===== src/rtl/mpmc11_rd_collect.sv =====
// mpmc11_rd_collect: tags DRAM read-data beats with their byte address and queues them for the port.
// Optional sticky protocol-error flag is built only when MPMC11_RDC_ERR_EN is defined.

module mpmc11_rd_collect #(
  parameter int WID        = 256,
  parameter int FIFO_DEPTH = 4
) (
  input  logic           clk,
  input  logic           rst,
  input  logic           start,
  input  logic [31:0]    addr_base,
  input  logic [5:0]     burst_len,
  input  logic           rd_valid,
  input  logic [WID-1:0] rd_data,
  input  logic           o_ready,
  output logic           o_valid,
  output logic [31:0]    o_addr,
  output logic [WID-1:0] o_data,
  output logic [5:0]     beat_cnt,
  output logic           busy,
  output logic           done,
  output logic           overflow,
  output logic           err
);

  localparam int INC_AMT = WID / 8;
  localparam int PTR_W   = (FIFO_DEPTH > 1) ? $clog2(FIFO_DEPTH) : 1;
  localparam int CNT_W   = PTR_W + 1;

  localparam logic [31:0]      ADDR_INC   = 32'(INC_AMT);
  localparam logic [31:0]      ALIGN_MASK = ~(ADDR_INC - 32'd1);
  localparam logic [CNT_W-1:0] FULL_CNT   = CNT_W'(FIFO_DEPTH);

  typedef enum logic [1:0] {
    S_IDLE,
    S_COLLECT,
    S_DRAIN,
    S_DONE
  } state_e;

  state_e state_q, state_d;

  logic [31:0] nxtAddr_q, nxtAddr_d;
  logic [5:0]  burstLen_q, burstLen_d;
  logic [5:0]  beatCnt_q, beatCnt_d;
  logic        overflow_q, overflow_d;

  logic [31:0]      addrMem [FIFO_DEPTH];
  logic [WID-1:0]   dataMem [FIFO_DEPTH];
  logic [PTR_W-1:0] wrPtr_q, wrPtr_d;
  logic [PTR_W-1:0] rdPtr_q, rdPtr_d;
  logic [CNT_W-1:0] count_q, count_d;
  logic [31:0]      lastAddr_q, lastAddr_d;
  logic [WID-1:0]   lastData_q, lastData_d;

  logic acceptStart;
  logic beatIn;
  logic lastBeat;
  logic fifoEmpty;
  logic fifoFull;
  logic push;
  logic pop;
  logic drop;

  assign acceptStart = (state_q == S_IDLE) && start;
  assign beatIn      = (state_q == S_COLLECT) && rd_valid;
  assign lastBeat    = beatIn && (beatCnt_q == burstLen_q);
  assign fifoEmpty   = (count_q == '0);
  assign fifoFull    = (count_q == FULL_CNT);
  assign pop         = !fifoEmpty && o_ready;
  // A full queue still accepts a beat when the head leaves in the same cycle.
  assign push        = beatIn && (!fifoFull || pop);
  assign drop        = beatIn && fifoFull && !pop;

  always_ff @(posedge clk) begin
    if (rst) begin
      state_q <= S_IDLE;
    end else begin
      state_q <= state_d;
    end
  end

  always_comb begin
    state_d = state_q;
    unique case (state_q)
      S_IDLE:    if (start) state_d = S_COLLECT;
      S_COLLECT: if (lastBeat) state_d = S_DRAIN;
      S_DRAIN:   if (fifoEmpty) state_d = S_DONE;
      S_DONE:    state_d = S_IDLE;
      default:   state_d = S_IDLE;
    endcase
  end

  always_comb begin
    busy = 1'b1;
    done = 1'b0;
    unique case (state_q)
      S_IDLE:  busy = 1'b0;
      S_DONE:  done = 1'b1;
      default: ;
    endcase
  end

  // The final beat leaves beat_cnt at burst_len, so a 64-beat burst never wraps the 6-bit count.
  always_comb begin
    nxtAddr_d  = nxtAddr_q;
    burstLen_d = burstLen_q;
    beatCnt_d  = beatCnt_q;
    overflow_d = overflow_q;
    if (acceptStart) begin
      nxtAddr_d  = addr_base & ALIGN_MASK;
      burstLen_d = burst_len;
      beatCnt_d  = 6'd0;
      overflow_d = 1'b0;
    end else if (beatIn) begin
      nxtAddr_d = nxtAddr_q + ADDR_INC;
      if (!lastBeat) beatCnt_d = beatCnt_q + 6'd1;
      if (drop) overflow_d = 1'b1;
    end
  end

  always_ff @(posedge clk) begin
    if (rst) begin
      nxtAddr_q  <= '0;
      burstLen_q <= '0;
      beatCnt_q  <= '0;
      overflow_q <= 1'b0;
    end else begin
      nxtAddr_q  <= nxtAddr_d;
      burstLen_q <= burstLen_d;
      beatCnt_q  <= beatCnt_d;
      overflow_q <= overflow_d;
    end
  end

  always_comb begin
    wrPtr_d    = push ? wrPtr_q + PTR_W'(1) : wrPtr_q;
    rdPtr_d    = pop ? rdPtr_q + PTR_W'(1) : rdPtr_q;
    lastAddr_d = pop ? addrMem[rdPtr_q] : lastAddr_q;
    lastData_d = pop ? dataMem[rdPtr_q] : lastData_q;
    unique case ({push, pop})
      2'b10:   count_d = count_q + CNT_W'(1);
      2'b01:   count_d = count_q - CNT_W'(1);
      default: count_d = count_q;
    endcase
  end

  always_ff @(posedge clk) begin
    if (rst) begin
      wrPtr_q    <= '0;
      rdPtr_q    <= '0;
      count_q    <= '0;
      lastAddr_q <= '0;
      lastData_q <= '0;
    end else begin
      wrPtr_q    <= wrPtr_d;
      rdPtr_q    <= rdPtr_d;
      count_q    <= count_d;
      lastAddr_q <= lastAddr_d;
      lastData_q <= lastData_d;
    end
  end

  always_ff @(posedge clk) begin
    if (push) begin
      addrMem[wrPtr_q] <= nxtAddr_q;
      dataMem[wrPtr_q] <= rd_data;
    end
  end

  // Once empty, the port keeps seeing the last beat it consumed.
  assign o_valid  = !fifoEmpty;
  assign o_addr   = fifoEmpty ? lastAddr_q : addrMem[rdPtr_q];
  assign o_data   = fifoEmpty ? lastData_q : dataMem[rdPtr_q];
  assign beat_cnt = beatCnt_q;
  assign overflow = overflow_q;

`ifdef MPMC11_RDC_ERR_EN
  logic errEvent;
  logic err_q, err_d;

  assign errEvent = (rd_valid && (state_q != S_COLLECT)) || (start && (state_q != S_IDLE));

  always_comb begin
    err_d = err_q;
    if (acceptStart) err_d = 1'b0;
    if (errEvent) err_d = 1'b1;
  end

  always_ff @(posedge clk) begin
    if (rst) begin
      err_q <= 1'b0;
    end else begin
      err_q <= err_d;
    end
  end

  assign err = err_q;
`else
  assign err = 1'b0;
`endif

endmodule

===== config.mk =====
export PLATFORM = sky130hd
export DESIGN_NAME = mpmc11_rd_collect
export DESIGN_NICKNAME = d
export VERILOG_FILES = /design/src/rtl/mpmc11_rd_collect.sv
export SDC_FILE = /design/constraint.sdc
export NUM_CORES = 2
export LEC_CHECK = 0
export CORE_MARGIN = 3
export CORE_UTILIZATION = 35
export CTS_BUF_LIST = sky130_fd_sc_hd__clkbuf_8
export DETAILED_ROUTE_END_ITERATION = 10
export GPL_ROUTABILITY_DRIVEN = 1
export PLACE_DENSITY = 0.63
export REMOVE_ABC_BUFFERS = 1
export SYNTH_ARGS = -nofsm -noshare
export SYNTH_HDL_FRONTEND = slang
export SYNTH_SLANG_ARGS = --single-unit

===== constraint.sdc =====
create_clock -name clk -period 11.7 [get_ports clk]
set_input_delay 2.34 -clock clk [delete_from_list [all_inputs] [get_ports clk]]
set_output_delay 2.34 -clock clk [all_outputs]
set_load 0.02 [all_outputs]

---- Yosys cells after proc, flatten, opt, wreduce, memory -nomap -nowiden ----
Memories as Yosys holds them, arrays and structs flattened. A register that Yosys moved wholly into a read port is not among the register bits.
Cells that the tools add are included.
storage, ports and cells
  register bits ........................... 342
  memories kept ........................... 2
  output and inout port bits .............. 299
  word-level logic and storage cells ...... 66
  memory bits (writable) .................. 1152
cells by class
  bitwise gates (word level) .............. 1
  add/subtract/negate cells ............... 6
  reduce and logical (&&, ||, !) cells .... 19
  eq/ne operators ......................... 10
  multiplexer cells ....................... 17
memory list
  memory   words  width  read ports  clocked after memory_dff  write ports  line  source
  dataMem  4      256    1           1                         1            49    logic [WID-1:0] dataMem [FIFO_DEPTH];
  addrMem  4      32     1           1                         1            48    logic [31:0] addrMem [FIFO_DEPTH];
operators with widths
  operator                 number
  $mux W256                1
  $mux W32                 3
  $add A32 B6 Y32 const B  1
  $mux W2                  7
  $pmux W2 S4              1
  $logic_and A1 B1 Y1      7
  $add A6 B1 Y6 const B    1
  $eq A2 B2 Y1 const B     3
  $eq A6 B6 Y1             1
  $ne A2 B2 Y1 const B     3
  $pmux W3 S2              1
  $add A2 B1 Y2 const B    2
  $eq A2 B1 Y1 const B     2
  $mux W1                  4
  $reduce_and A2 Y1        2
  $reduce_bool A2 Y1       2
  $add A3 B1 Y3 const B    1
  $eq A3 B3 Y1 const B     1
  $logic_not A1 Y1         3
  $logic_not A3 Y1         1
  $reduce_and A3 Y1        1
  $sub A3 B1 Y3 const B    1
  $logic_not A2 Y1         1
  $reduce_or A2 Y1         1
  other kinds (2)          2

---- Depth between registers and ports, before layout ----
  word-level depth ........................ 7
  mapped depth ............................ 9
  gate-level depth less buffers ........... 9

---- Worst setup path after synthesis ----
Ideal clock, no wire load.
  path kind ............................... input-to-reg
  start ................................... input port rd_valid
  end ..................................... memory addrMem[1][10] (enable)
  path buffers ............................ 0
  data arrival time ....................... 9226 ps
  setup time .............................. 680 ps
  slack ................................... 1793 ps
  stages .................................. 3
  cells stage by stage .................... nand2_1 -> nor2_1 -> and2_1
between the ends
  cells in the longest elaborated chain, start to end .. 4
RTL lines
  item                           line  source
  start: declaration             13    input logic rd_valid,
  $logic_and A1 B1 Y1            66    assign beatIn = (state_q == S_COLLECT) && rd_valid;
  $logic_and A1 B1 Y1            72    assign push = beatIn && (!fifoFull || pop);
  $mux W1                        165   if (push) begin
  $mux W1 (implied by the code)  166   addrMem[wrPtr_q] <= nxtAddr_q;
  end: declaration               48
Every way passes these cells.

==> results.toml <==
[setup_path]
worstSetupEndpointType = "output port"
crit_path_cell_trace = "buf_4, buf_12, mux4_2, mux2_2, clkdlybuf4s50_1"
critPathBufInv = 3
required_ps = 9360
cpLargestDelayFamily = "buffers and inverters"
ff2ff_path_depth = 7
crit_type = "register to output port"
rr_startpoint = "state_q[1]"
cpPeakStageDelay_ps = 660
cp.arrival_ps = 4540
reg2reg_slack_ps = 7680
worstPathMaxFanout = 83
r2r_end = "dataMem[3][239]"
worstSetupStartpointType = "register"
critPathSlowestCell = "dfxtp_4"

[synth]
ys_warn_count = 0
syn_avg_cell_area_um2 = 16.9
yosysMostFrequentCell = "edfxtp_1"
yosysUniqueCellTypes = 43
ys_top_cells_by_count = "edfxtp_1 (1132), nand2_1 (592), dfxtp_1 (334)"
synthesis.area_um2 = 56300
synth_top_area_share_pct = 60.3
synthArstFlopShare_pct = 0
yosysSeqAreaShare_pct = 72.2
yosysTopAreaCell = "edfxtp_1"
synth_cells = 3334
synthTopCellsByArea = "edfxtp_1 (60%), dfxtp_1 (12%), mux4_2 (11%), mux2_2 (5.7%), nand2_1 (3.9%)"
ys.flop_type = "edfxtp_1"
synth-seq-cells = 1466
synth-edff-count = 1132

[sta]
finalClockSkew_ps = 51.3
max_freq_mhz = 145
worst_slew_pin_slew_ps = 1060
setup_viol = 0
period_share_pct = 58.8
grt_setup_unrepaired = "false"
fin_setup_tns_ps = 0
slew-limit-headroom_pct = 29.3
hold_violations = 0
fin_crit_ps = 6880
maxSlewViolCount = 0

[cts]
clock_latency_ps = 940
htreeDepth = 4
ctsResizeCount = 0
clk_pin_slew_ps = 60
cts_tree = "built"
root_buffer = "clkbuf_8"
postCtsSetupRepairBufs = 0
cts-buffers-inserted = 235
clk_path_buf_depth = 3
hold_buffers = 0
clkSinkCount = 1466

[die]
die_x_um = 407
die_h_um = 407
die_area_um2 = 166000
io_pins = 598
start_util_pct = 35.4
core-area_um2 = 159000
num_rows = 146

[placement]
io_buffer_count = 586
postPlaceCellArea_um2 = 64400
dp_cells = 5899
place_congestion = 0.743
dp_hpwl_mm = 78.5

[pwr]
p_leak_uw = 0.0225
p_seq_share_pct = 36.1
power_uw = 17800
peakVddDrop_mv = 0.245
switching_share_pct = 34.4
p_switching_uw = 6120
combPwrFrac_pct = 39.3
p_int_uw = 11700
p_per_area_nw_per_um2 = 257
pwr-share-clk_pct = 24.6

[global_route]
overflow = 0
grt_pass1_vias = 31867
grt_max_degree = 133
antenna_found_initial = 27
grt_pass1_wl_mm = 205
grtUsageTotal_pct = 16.3

[detailed_routing]
via_per_inst = 4.90
wl_mm = 138
route.detailed.drc = 0
first_iter_violations = 1839
ant_nets = 0
first_pass_iters = 5
num_vias = 31232
wl_per_cell_um = 21.7

[final_layout]
design_area_um2 = 69300
final_nets = 4300
final_cell_count_no_fill = 6371
drive_above_1_share_pct = 22.5
area_delta_synth_final_pct = 23.0

[hold_path]
worst_hold_path_type = "register to register"
holdPathEnd = "lastData_q[120]"
hold_depth = 2
holdCritStartpoint = "lastData_q[120]"

[run_status]
status = "complete, no violations"

[flow_run]
cap_violations = 0
per-layer routing:
metal / global-route usage (%) / wire (um) / vias up
met5: 0 / 97 / -
met4: 5.64 / 3610 / 16
met3: 5.47 / 10900 / 243
met2: 25.8 / 65800 / 923
met1: 21.0 / 57500 / 15899
li1: - / - / 14151
kinds of logic (layout without fill, tap and decap cells):
group / after synthesis / in the layout / synth area share [%]
fa+ha+maj: 11 / 11 / 0.258
xor+xnor: 40 / 40 / 0.622
buf+inv: 221 / 1084 / 1.79
compound gates: 334 / 334 / 3.13
flops: 1466 / 1466 / 72.2
simple gates: 693 / 693 / 4.97
other cells: 1 / 29 / 0.00666
mux: 568 / 568 / 17.0
layout by cell type, fill, tap and decap left out, drive strengths merged, types with 2 or more instances in the layout:
master         count
mux2             283
nor4               7
nor2              46
mux2i              2
dfxtp            334
nand2            593
bufinv            10
a31oi              2
edfxtp          1132
xor2              22
nand3              8
clkdlybuf4s50    585
and3               3
inv              125
a21oi            296
nand4             14
a311oi             3
or3                3
mux4             283
diode             23
o21ai              3
a211oi            26
clkinv            58
buf               38
nor3               3
and4               5
ha                10
xnor2             18
clkbuf           265
clkinvlp           3
and2               8
conb               6
area by class of cell:
type	count	area [um^2]
flip-flops and latches	1466	40700
clock buffers	265	3650
well taps	2146	2690
repair buffers	623	6320
clock inverters	184	1130
diodes	23	57.6
fillers	14063	89800
inverters	12	45.0
multi-input cells	1652	14700
worst max path at each step:
stage	from	end	slack [ps]	cells after the start
floorplan	register	o_addr[10]	-3330	2
global placement	rd_valid	dataMem[1][178]	5340	6
detailed placement	rd_valid	dataMem[1][32]	5320	6
CTS	register	o_data[23]	4510	5
global route	register	o_data[23]	4410	5
finish	register	o_data[192]	4820	5
stage by stage:
| stage | worst slack, ps | util [%] | hold slack, ps |
|---|---|---|---|
| after floorplan | -3330 | - | 428 |
| after global placement | 5340 | 40.5 | 439 |
| after detailed placement | 5320 | 40.5 | 444 |
| after CTS | 4510 | 43.5 | 453 |
| after global routing | 4410 | 43.5 | 467 |
| final | 4820 | 43.5 | 450 |
worst register-to-register path, cell delays in order (launching register included):
cell and delay, ps:
dfxtp_1 340, inv_1 90, ha_1 230, nand2_1 210, nor2_1 540, and2_4 710
buf_4 720, buf_12 420
state kept, by name (all words and copies together) (netlist names), 2 cells and up, named ones only:
register	count
state_q	2
dataMem	1024
burstLen_q	6
nxtAddr_q	27
rdPtr_q	2
lastData_q	256
lastAddr_q	27
count_q	3
beat_cnt	6
wrPtr_q	2
addrMem	108
power groups by stage:
stage	clock, uW	sequential (uW)	combinational, uW
CTS	4540	6420	7100
finish	4380	6420	6990
floorplan	0	6730	4720
global route	4780	6480	7420
detailed placement	0	6530	7070
global placement	0	6500	7050
(Power assumes the default switching activity.)
